`src/rtl/vga_timing_ctrl_pkg.sv`:
```
// Shared 640x480@60 VGA timing constants and RGB565 colours, used by the timing
// controller and by the pixel-source stages that feed it.
package vga_timing_ctrl_pkg;

  typedef logic [9:0]  coord_t;
  typedef logic [15:0] rgb565_t;

  localparam int VGA_H_SYNC    = 96;
  localparam int VGA_H_BACK    = 48;
  localparam int VGA_H_DISPLAY = 640;
  localparam int VGA_H_FRONT   = 16;
  localparam int VGA_H_TOTAL   = 800;

  localparam int VGA_V_SYNC    = 2;
  localparam int VGA_V_BACK    = 33;
  localparam int VGA_V_DISPLAY = 480;
  localparam int VGA_V_FRONT   = 10;
  localparam int VGA_V_TOTAL   = 525;

  localparam int VGA_FRAME_CLOCKS = VGA_H_TOTAL * VGA_V_TOTAL;

  // Coordinate value that tells the pixel source no pixel is being requested
  localparam coord_t NO_COORD = 10'h3FF;

  localparam rgb565_t BLACK   = 16'h0000;
  localparam rgb565_t WHITE   = 16'hFFFF;
  localparam rgb565_t RED     = 16'hF800;
  localparam rgb565_t GREEN   = 16'h07E0;
  localparam rgb565_t BLUE    = 16'h001F;
  localparam rgb565_t YELLOW  = 16'hFFE0;
  localparam rgb565_t CYAN    = 16'h07FF;
  localparam rgb565_t MAGENTA = 16'hF81F;
  localparam rgb565_t GRAY    = 16'h8410;

  function automatic logic in_window(input coord_t cnt, input coord_t first, input coord_t last);
    return (cnt >= first) && (cnt <= last);
  endfunction

endpackage

```
`src/rtl/vga_timing_ctrl_hv_counter.sv`:
```
// Horizontal/vertical raster position counters; the only state in the timing path.
module vga_timing_ctrl_hv_counter
  import vga_timing_ctrl_pkg::*;
#(
  parameter int H_TOTAL = VGA_H_TOTAL,
  parameter int V_TOTAL = VGA_V_TOTAL
) (
  input  logic       vga_clk,
  input  logic       sys_rst_n,
  output logic [9:0] h_cnt,
  output logic [9:0] v_cnt
);

  localparam coord_t H_LAST = coord_t'(H_TOTAL - 1);
  localparam coord_t V_LAST = coord_t'(V_TOTAL - 1);

  logic line_end;

  assign line_end = (h_cnt == H_LAST);

  always_ff @(posedge vga_clk or negedge sys_rst_n) begin
    if (!sys_rst_n) begin
      h_cnt <= '0;
    end else if (line_end) begin
      h_cnt <= '0;
    end else begin
      h_cnt <= h_cnt + 10'd1;
    end
  end

  // The line counter advances on the last clock of each line, wrapping with the frame
  always_ff @(posedge vga_clk or negedge sys_rst_n) begin
    if (!sys_rst_n) begin
      v_cnt <= '0;
    end else if (line_end) begin
      if (v_cnt == V_LAST) begin
        v_cnt <= '0;
      end else begin
        v_cnt <= v_cnt + 10'd1;
      end
    end
  end

endmodule

```
`src/rtl/vga_timing_ctrl.sv`:
```
// VGA raster timing: sync pulses, pixel requests one clock ahead of the active
// window, gating of the returned pixel onto rgb, and a frame-start strobe.
module vga_timing_ctrl
  import vga_timing_ctrl_pkg::*;
#(
  parameter int   H_SYNC      = VGA_H_SYNC,
  parameter int   H_BACK      = VGA_H_BACK,
  parameter int   H_DISPLAY   = VGA_H_DISPLAY,
  parameter int   H_FRONT     = VGA_H_FRONT,
  parameter int   H_TOTAL     = VGA_H_TOTAL,
  parameter int   V_SYNC      = VGA_V_SYNC,
  parameter int   V_BACK      = VGA_V_BACK,
  parameter int   V_DISPLAY   = VGA_V_DISPLAY,
  parameter int   V_FRONT     = VGA_V_FRONT,
  parameter int   V_TOTAL     = VGA_V_TOTAL,
  parameter logic SYNC_ACTIVE = 1'b1
) (
  input  logic        vga_clk,
  input  logic        sys_rst_n,
  input  logic [15:0] pix_data,
  output logic [9:0]  pix_x,
  output logic [9:0]  pix_y,
  output logic        hsync,
  output logic        vsync,
  output logic [15:0] rgb,
  output logic        frame_start
);

  if (H_SYNC + H_BACK + H_DISPLAY + H_FRONT != H_TOTAL) begin : g_bad_h_total
    $error("vga_timing_ctrl: horizontal timing does not add up to H_TOTAL");
  end
  if (V_SYNC + V_BACK + V_DISPLAY + V_FRONT != V_TOTAL) begin : g_bad_v_total
    $error("vga_timing_ctrl: vertical timing does not add up to V_TOTAL");
  end

  localparam coord_t H_SYNC_END  = coord_t'(H_SYNC);
  localparam coord_t V_SYNC_END  = coord_t'(V_SYNC);
  localparam coord_t H_ACT_FIRST = coord_t'(H_SYNC + H_BACK);
  localparam coord_t H_ACT_LAST  = coord_t'(H_SYNC + H_BACK + H_DISPLAY - 1);
  localparam coord_t V_ACT_FIRST = coord_t'(V_SYNC + V_BACK);
  localparam coord_t V_ACT_LAST  = coord_t'(V_SYNC + V_BACK + V_DISPLAY - 1);
  // Requests lead the visible pixel by one clock to cover the source's register stage
  localparam coord_t H_REQ_FIRST = coord_t'(H_SYNC + H_BACK - 1);
  localparam coord_t H_REQ_LAST  = coord_t'(H_SYNC + H_BACK + H_DISPLAY - 2);

  logic [9:0] h_cnt;
  logic [9:0] v_cnt;
  logic       v_active;
  logic       rgb_valid;
  logic       pix_req;

  vga_timing_ctrl_hv_counter #(
    .H_TOTAL (H_TOTAL),
    .V_TOTAL (V_TOTAL)
  ) u_hv_counter (
    .vga_clk   (vga_clk),
    .sys_rst_n (sys_rst_n),
    .h_cnt     (h_cnt),
    .v_cnt     (v_cnt)
  );

  always_comb begin
    hsync       = (h_cnt < H_SYNC_END) ? SYNC_ACTIVE : ~SYNC_ACTIVE;
    vsync       = (v_cnt < V_SYNC_END) ? SYNC_ACTIVE : ~SYNC_ACTIVE;
    frame_start = (h_cnt == '0) && (v_cnt == '0);

    v_active  = in_window(v_cnt, V_ACT_FIRST, V_ACT_LAST);
    rgb_valid = v_active && in_window(h_cnt, H_ACT_FIRST, H_ACT_LAST);
    pix_req   = v_active && in_window(h_cnt, H_REQ_FIRST, H_REQ_LAST);

    pix_x = NO_COORD;
    pix_y = NO_COORD;
    if (pix_req) begin
      pix_x = h_cnt - H_REQ_FIRST;
      pix_y = v_cnt - V_ACT_FIRST;
    end

    rgb = rgb_valid ? pix_data : BLACK;
  end

endmodule

```
`config.mk`:
```
export PLATFORM = sky130hd
export DESIGN_NAME = vga_timing_ctrl
export DESIGN_NICKNAME = d
export VERILOG_FILES = /design/src/rtl/vga_timing_ctrl_pkg.sv /design/src/rtl/vga_timing_ctrl_hv_counter.sv /design/src/rtl/vga_timing_ctrl.sv
export SDC_FILE = /design/constraint.sdc
export NUM_CORES = 1
export LEC_CHECK = 0
export CAP_MARGIN = 10
export CORE_ASPECT_RATIO = 0.9
export CORE_MARGIN = 2
export CORE_UTILIZATION = 46
export CTS_BUF_LIST = sky130_fd_sc_hd__clkbuf_16
export DETAILED_ROUTE_END_ITERATION = 7
export PLACE_DENSITY_LB_ADDON = 0.25
export SLEW_MARGIN = 15
export SYNTH_ARGS = -nofsm -noshare
export SYNTH_HDL_FRONTEND = slang
export SYNTH_SLANG_ARGS = --single-unit
export TNS_END_PERCENT = 50
```
`constraint.sdc`:
```
create_clock -name vga_clk -period 3 [get_ports vga_clk]
set_clock_uncertainty 0.1 [all_clocks]
set_input_delay 0.3 -clock vga_clk [delete_from_list [all_inputs] [get_ports vga_clk]]
set_output_delay 0.3 -clock vga_clk [all_outputs]
set_load 0.02 [all_outputs]
```
==> results of run 1 <==
==> power by group <==
part	internal (mW)	switching (mW)	total (mW)
clock network	0.176	0.103	0.279
logic	0.0191	0.00745	0.0266
registers	0.270	0	0.270
total	0.465	0.110	0.575
==> cell families after synthesis <==
family	share of synthesized area
AND/OR/NAND/NOR	0.333
XOR/XNOR	0.0902
buffers and inverters	0.0902
flip-flops	0.303
AO/OA/AOI/OAI	0.153
adder cells (fa/ha/maj)	0.0303
==> final cells by class <==
cell class / count / area [um^2]
fillers: 283 / 1030
multi-input cells: 153 / 1050
inverters: 12 / 45.0
flip-flops and latches: 20 / 502
repair buffers: 69 / 653
well taps: 44 / 55.1
clock buffers: 3 / 75.1
==> worst max path at each step <==
stage / cells after the start / end
floorplan: 7 / pix_x[4]
global placement: 5 / rgb[5]
detailed placement: 5 / rgb[15]
CTS: 5 / pix_y[0]
global route: 6 / rgb[0]
finish: 6 / rgb[0]
==> worst max-delay path: cells and delay by family, from the launching register on <==
kind | cells | cell delay [ns]
buffers and inverters | 2 | 0.45
AO/OA/AOI/OAI | 2 | 0.75
flip-flops | 1 | 0.43
AND/OR/NAND/NOR | 2 | 0.67
==> per-layer routing <==
metal,vias up,track usage
li1,828,-
met1,771,0.291
met2,91,0.366
met3,6,0.0686
met4,0,0.0962
met5,-,0
==> layout by cell type, fill, tap and decap left out, drive strengths merged, types with 9 or more instances in the layout <==
cell / Yosys / layout
a21oi: 8 / 9
and2: 18 / 18
buf: 10 / 13
clkdlybuf4s50: 0 / 27
dfrtp: 20 / 20
dlygate4sd2: 0 / 16
dlymetal6s2s: 0 / 10
inv: 12 / 12
nand2: 13 / 13
nand3: 20 / 20
nand4: 9 / 9
o21ai: 11 / 11
xor2: 9 / 9
==> metrics by stage <==
stage	hold slack, ns	TNS [ns]	area [um^2]
final	0.425	0	2380
after global routing	0.458	-0.0252	2380
after CTS	0.429	-0.00204	2340
after detailed placement	0.421	0	2250
after global placement	0.414	0	2250
after floorplan	-0.0956	0	1650
==> sequential cells by signal, indices dropped and copies added (netlist names) <==
register            cells
u_hv_counter.h_cnt     10
u_hv_counter.v_cnt     10
==> timing repair <==
action,4_1_cts,5_1_grt
cloned,1,0
endpoints found under the setup margin,35,19
setup buffers,1,0
resized for setup,22,19
pin swaps,1,0
==> results.toml, run 1 <==
[finish]
drive_gt1_frac = 0.117
final_nets = 281
fin_cells = 301
area.growth.synth_to_final_pct = 44.0
final_util = 0.699
antennaDiodeCount = 0

[global_route]
grt_pass1_wl_um = 6910
initial_antenna_violation_count = 0
gr-usage-all-layers = 0.229
first_global_vias = 1500
grt_max_degree = 21
globalRoute.totalOverflow = 0

[clocking]
clock_path_buffers = 2
clkSlewWorstSetupHoldPaths_ns = 0.05
insertion_delay_ns = 0.26
clkSinkCount = 20
cts.htree.levels = 1
clock_tree_from_tritoncts = "done"
root_buffer = "sky130_fd_sc_hd__clkbuf_16"
cts_hold_buffers = 0
numCtsBuffers = 3

[floorplan]
design.core.area_mm2 = 0.00340
top_level_ports = 57
initial_core_utilization = 0.485
rows = 20
dieHeight_um = 60.8
die_w_um = 67.1
full_die_area_mm2 = 0.00408

[route]
initialDrtViolationCount = 113
antenna_left = 0
postRouteWirelength_um = 4530
dr_total_vias = 1696
met2_length_um = 1960
drt_pass1_iterations = 4
post-route-drc-count = 0
routed_wire_length_per_instance_um = 15.1
met1Wirelength_um = 2010
met3_length_um = 505
viasPerCell = 5.63
top_signal_layer_used = "met4"

[worst_hold_path]
min_path_cells = 1
min_path_type = "flip-flop to flip-flop"
timing.hold.worst_endpoint = "u_hv_counter.h_cnt[0]"
hp-start = "u_hv_counter.h_cnt[0]"

[timing]
rsz0062_at_grt = "yes"
timing_hold_violations_final = 0
achievable-frequency_mhz = 338
finalWorstSetupSlack_ns = 0.0398
post-route-min-period_ns = 2.96
relSlewSlack = 0.382
finalSetupViolations = 0
max_slew.worst_pin.slew_ns = 0.925
max_slew_vio_count = 0
timing.final.crit_share = 0.987

[place]
placement.io_buffers = 56
post-dp-hpwl_um = 3260
placedCellCount = 296
place_ws_ns = 0.116
place_congestion = 0.874

[synth]
netlist.top_cell.by_area = "sky130_fd_sc_hd__dfrtp_1"
syn_avg_cell_area_um2 = 8.09
synth.yosys.seq_area_share = 0.303
synthesis.area_mm2 = 0.00165
synth_seq_cells = 20
number_of_synthesized_flops_with_an_enable_pin = 0
synth.top_cell.area_share = 0.303
async_flop_share = 1.00
synth_fp_nets = 226
synth.area.top_cells = "sky130_fd_sc_hd__dfrtp_1 (30%), sky130_fd_sc_hd__and2_1 (6.4%), sky130_fd_sc_hd__nand3_1 (6.1%)"
postSynthCellCount = 204
synth-main-ff-cell = "sky130_fd_sc_hd__dfrtp_1"
synth.top_cells.by_count = "sky130_fd_sc_hd__dfrtp_1 (20), sky130_fd_sc_hd__nand3_1 (20), sky130_fd_sc_hd__and2_1 (17)"
yosys_warnings = 0
ys_types = 47

[worst_setup_path]
crit-reg2reg-capture = "u_hv_counter.v_cnt[6]"
critPathSlowestCell = "sky130_fd_sc_hd__or4_4"
timing.reg2reg.setup_slack_ns = 0.69
worstSetupEndpointType = "output port"
worstRegToRegCells = 5
critical_path_data_required_time_ns = 2.60
slowest_delay_ns = 0.54
crit_fanout = 6
setup.worst_path.start_class = "flip-flop"
path_class = "flip-flop to output port"
timing.critical_path.cells = "a2111o_1, or4_4, a21oi_4, buf_4, and2_1, clkdlybuf4s15_1"
launching_instance_or_port_of_the_critical_path = "u_hv_counter.v_cnt[1]"
crit-reg2reg-launch = "u_hv_counter.h_cnt[0]"
arrival_ns = 2.56

[power]
power_leakage_nw = 0.991
power_mw = 0.575
power_per_cell_area_mw_per_mm2 = 242
max-vdd-ir-drop_v = 0.000228

[status]
run_status = "completed"

[job]
drv.max_cap_violation_count = 0
No activity file was read; power rests on OpenSTA's default activity.
==> run 2: changes to the inputs <==
- CORE_MARGIN: 2 -> unset
- CTS_CLUSTER_DIAMETER: unset -> 50
==> results.toml, run 2 (synthesis gave the netlist of run 1 again) <==
[route]
antenna_left = 0
viasPerCell = 5.49
initialDrtViolationCount = 60
dr_total_vias = 1647
drt_pass1_iterations = 4
postRouteWirelength_um = 4280
post-route-drc-count = 0
routed_wire_length_per_instance_um = 14.3

[global_route]
globalRoute.totalOverflow = 0
grt_pass1_wl_um = 6840
gr-usage-all-layers = 0.229
first_global_vias = 1503
grt_max_degree = 21
initial_antenna_violation_count = 0

[clocking]
clock_tree_from_tritoncts = "done"
clock_path_buffers = 2
insertion_delay_ns = 0.25
clkSinkCount = 20
cts.htree.levels = 1
clkSlewWorstSetupHoldPaths_ns = 0.06
root_buffer = "sky130_fd_sc_hd__clkbuf_16"
numCtsBuffers = 3

[worst_setup_path]
worstSetupEndpointType = "output port"
timing.critical_path.cells = "a2111o_1, or4_4, a21oi_4, buf_12, and2_1, dlygate4sd2_1"
critical_path_data_required_time_ns = 2.60
setup.worst_path.start_class = "flip-flop"
arrival_ns = 2.46
crit_fanout = 16
path_class = "flip-flop to output port"
slowest_delay_ns = 0.51
worstPathBufferInverterCount = 2
critPathTopFamily = "compound AO/OA/AOI/OAI gates"
critPathSlowestCell = "sky130_fd_sc_hd__a2111o_1"

[power]
power_per_cell_area_mw_per_mm2 = 237
power_leakage_nw = 0.998
power_mw = 0.566
max-vdd-ir-drop_v = 0.000311

[place]
place_congestion = 0.908
placement.io_buffers = 56
placed_instance_area_mm2 = 0.00225
post-dp-hpwl_um = 3130

[timing]
timing_hold_violations_final = 0
final_hold_slack_ns = 0.453
finalSetupViolations = 0
post-route-min-period_ns = 2.86
max_slew_vio_count = 0
achievable-frequency_mhz = 349
relSlewSlack = 0.383
rsz0062_at_grt = "no"
timing.final.crit_share = 0.954
setup_total_negative_slack_ns = 0
max_slew.worst_pin.slew_ns = 0.923

[finish]
mostFrequentLayoutCells = "sky130_fd_sc_hd__clkdlybuf4s50_1 (21), sky130_fd_sc_hd__nand3_1 (20), sky130_fd_sc_hd__dfrtp_1 (20), sky130_fd_sc_hd__dlymetal6s2s_1 (19), sky130_fd_sc_hd__and2_1 (17)"
drive_gt1_frac = 0.102
design_area_mm2 = 0.00239
antennaDiodeCount = 0
fill_cells = 290
final_nets = 280
layout_commonest_cell = "sky130_fd_sc_hd__clkdlybuf4s50_1"
reg_top3 = "u_hv_counter.h_cnt x10, u_hv_counter.v_cnt x10"
area.growth.synth_to_final_pct = 45.0

[floorplan]
design.core.area_mm2 = 0.00340
rows = 20
die_w_um = 65.1
full_die_area_mm2 = 0.00383
dieHeight_um = 58.8
top_level_ports = 57
initial_core_utilization = 0.485

[job]
drv.max_cap_violation_count = 0

[status]
run_status = "completed"

[worst_hold_path]
min_path_type = "flip-flop to flip-flop"
-- run 2: per-stage QoR --
stage               utilization  setup slack, ns  instances
floorplan                     -            0.604        204
global route              0.703           0.0114        300
CTS                       0.686          0.00613        300
finish                    0.703            0.137        300
global placement          0.662            0.127        296
detailed placement        0.662            0.104        296
-- run 2: path summary, 6_finish.rpt --
| path | from | end | slack [ns] | cells past startpoint |
|---|---|---|---|---|
| max | u_hv_counter.v_cnt[1] | rgb[0] | 0.14 | 6 |
| min | u_hv_counter.v_cnt[8] | u_hv_counter.v_cnt[8] | 0.45 | 1 |
| max reg2reg | u_hv_counter.h_cnt[0] | u_hv_counter.v_cnt[6] | 0.73 | 5 |
| min reg2reg | u_hv_counter.v_cnt[8] | u_hv_counter.v_cnt[8] | 0.45 | 1 |
| max in group asynchronous | sys_rst_n | u_hv_counter.h_cnt[0] | 1.76 | 1 |
| min in group asynchronous | sys_rst_n | u_hv_counter.v_cnt[1] | 0.47 | 1 |
-- run 2: worst reg2reg max path, delay by kind of cell (launching register included) --
kind,cells,cell delay (ns)
compound gates,1,0.24
fa+ha+maj,1,0.24
flops,1,0.43
simple gates,3,1.16
-- run 2: what timing repair did --
item | 4_1_cts | 5_1_grt
hold endpoints to repair | 0 | 0
setup buffers | 1 | 0
resized for setup | 18 | 21
hold buffers | 0 | 0
gates cloned | 0 | 0
pin swaps | 1 | 0
endpoints found under the setup margin | 35 | 20
-- run 2: layout make-up --
| type | count | area [um^2] | area share |
|---|---|---|---|
| clock buffers | 3 | 75.1 | 0.0314 |
| repair buffers | 69 | 698 | 0.292 |
| flip-flops and latches | 20 | 500 | 0.209 |
| multi-input cells | 152 | 1020 | 0.426 |
| inverters | 12 | 45.0 | 0.0188 |
| well taps | 44 | 55.1 | 0.0230 |
-- run 2: routing by layer --
| layer | global-route usage | routed length (um) |
|---|---|---|
| met4 | 0.0683 | 40 |
| met2 | 0.378 | 1940 |
| met3 | 0.0504 | 434 |
| met5 | 0 | 0 |
| met1 | 0.301 | 1860 |
-- run 2: where the power goes --
group / internal [mW] / switching [mW] / leakage [nW]
logic: 0.0191 / 0.00736 / 0.696
clock network: 0.176 / 0.0944 / 0.0370
registers: 0.270 / 0 / 0.265
==> run 3: changes to the inputs <==
- CORE_ASPECT_RATIO: 0.9 -> 1.4
==> results.toml, run 3 (synthesis gave the netlist of run 1 again) <==
[worst_setup_path]
crit_fanout = 19
worstRegToRegCells = 5
path_class = "flip-flop to output port"
worstSetupEndpointType = "output port"
arrival_ns = 2.51
critical_path_data_required_time_ns = 2.60
setup.worst_path.start_class = "flip-flop"

[place]
placed_instance_area_mm2 = 0.00228
post-dp-hpwl_um = 3330
place_congestion = 0.825
placedCellCount = 297
placement.io_buffers = 56

[finish]
final_nets = 287
design_area_mm2 = 0.00246
fill_cells = 262
mostFrequentLayoutCells = "sky130_fd_sc_hd__clkdlybuf4s50_1 (23), sky130_fd_sc_hd__nand3_1 (20), sky130_fd_sc_hd__dfrtp_1 (20), sky130_fd_sc_hd__dlygate4sd2_1 (19), sky130_fd_sc_hd__buf_4 (19)"
final_util = 0.722
reg_top3 = "u_hv_counter.h_cnt x10, u_hv_counter.v_cnt x10"
area.growth.synth_to_final_pct = 49.1
fin_cells = 304
antennaDiodeCount = 0
drive_gt1_frac = 0.129
layout_commonest_cell = "sky130_fd_sc_hd__clkdlybuf4s50_1"

[timing]
achievable-frequency_mhz = 344
max_slew.worst_pin.slew_ns = 0.940
max_slew_vio_count = 0
setup_total_negative_slack_ns = 0
post-route-min-period_ns = 2.91
timing_hold_violations_final = 0
relSlewSlack = 0.371
timing.final.crit_share = 0.970
finalSetupViolations = 0

[status]
run_status = "completed"

[global_route]
grt_pass1_wl_um = 7480
first_global_vias = 1654
grt_max_degree = 21
globalRoute.totalOverflow = 0
gr-usage-all-layers = 0.263
initial_antenna_violation_count = 0

[floorplan]
initial_core_utilization = 0.484
dieHeight_um = 72.9
die_w_um = 52.6
full_die_area_mm2 = 0.00383
rows = 25
top_level_ports = 57
design.core.area_mm2 = 0.00341

[route]
routed_wire_length_per_instance_um = 15.6
dr_total_vias = 1749
initialDrtViolationCount = 68
drt_pass1_iterations = 4
viasPerCell = 5.75
post-route-drc-count = 0
antenna_left = 0
postRouteWirelength_um = 4740

[power]
power_leakage_nw = 1.05
power_mw = 0.669
power_per_cell_area_mw_per_mm2 = 272
max-vdd-ir-drop_v = 0.000306

[clocking]
insertion_delay_ns = 0.25
clock_tree_from_tritoncts = "done"
root_buffer = "sky130_fd_sc_hd__clkbuf_16"
clkSlewWorstSetupHoldPaths_ns = 0.06
numCtsBuffers = 3
cts.htree.levels = 1
clkSinkCount = 20
clock_path_buffers = 2

[job]
drv.max_cap_violation_count = 0

[worst_hold_path]
min_path_cells = 1
min_path_type = "flip-flop to flip-flop"
==> run 3: cell count changes in the layout (fill, tap and decap cells not counted), moves of 2 or more <==
cell,previous run,this run
sky130_fd_sc_hd__dlymetal6s2s_1,19,14
sky130_fd_sc_hd__buf_4,12,19
sky130_fd_sc_hd__clkdlybuf4s50_1,21,23
sky130_fd_sc_hd__dlygate4sd2_1,16,19
==> run 3: final timing paths <==
check / start / endpoint / slack (ns)
setup / recovery: u_hv_counter.v_cnt[0] / pix_y[5] / 0.09
hold / removal: u_hv_counter.h_cnt[0] / u_hv_counter.h_cnt[0] / 0.44
setup reg to reg: u_hv_counter.h_cnt[0] / u_hv_counter.v_cnt[6] / 0.67
hold reg to reg: u_hv_counter.h_cnt[0] / u_hv_counter.h_cnt[0] / 0.44
max in group asynchronous: sys_rst_n / u_hv_counter.v_cnt[6] / 1.75
min in group asynchronous: sys_rst_n / u_hv_counter.v_cnt[4] / 0.47
==> run 3: metal layers <==
layer,track usage,share of wire
met1,0.328,0.41
met2,0.459,0.54
met3,0.0208,0.035
met4,0.102,0.016
met5,0,0
==> run 3: metrics by stage <==
stage | setup WS (ns) | hold WS [ns]
6_report | 0.0909 | 0.438
5_1_grt | -0.00352 | 0.455
3_3_place_gp | 0.157 | 0.428
3_5_place_dp | 0.120 | 0.424
4_1_cts | 0.00413 | 0.431
2_1_floorplan | 0.604 | -0.0956
==> run 3: worst max-delay path, stage by stage (launching register included) <==
cell                              delay (ns)
sky130_fd_sc_hd__dfrtp_1                0.47
sky130_fd_sc_hd__a2111o_1               0.47
sky130_fd_sc_hd__or4_4                  0.53
sky130_fd_sc_hd__nand2_8                0.17
sky130_fd_sc_hd__nand3_1                0.08
sky130_fd_sc_hd__clkdlybuf4s50_1        0.53
==> run 3: power by group <==
group	internal, mW	switching (mW)
combinational	0.0191	0.00753
clock	0.265	0.108
sequential	0.270	0
==> run 3: area by class of cell <==
cell class                 instances  area (um^2)  share of cell area
sequential                        20          500               0.203
tap                               40         50.0              0.0203
inverter                          12         45.0              0.0183
multi-input combinational        153         1050               0.425
clock buffer                       3         75.1              0.0305
clock inverter                     1         30.0              0.0122
timing repair buffer              75          714               0.290
==> run 3: what timing repair did <==
action | 4_1_cts | 5_1_grt
buffers inserted | 0 | 2
pin swaps | 1 | 2
endpoints found under the setup margin | 35 | 17
resized for setup | 22 | 17
endpoints found under the hold margin | 0 | 0
hold buffers | 0 | 0
cloned | 1 | 0
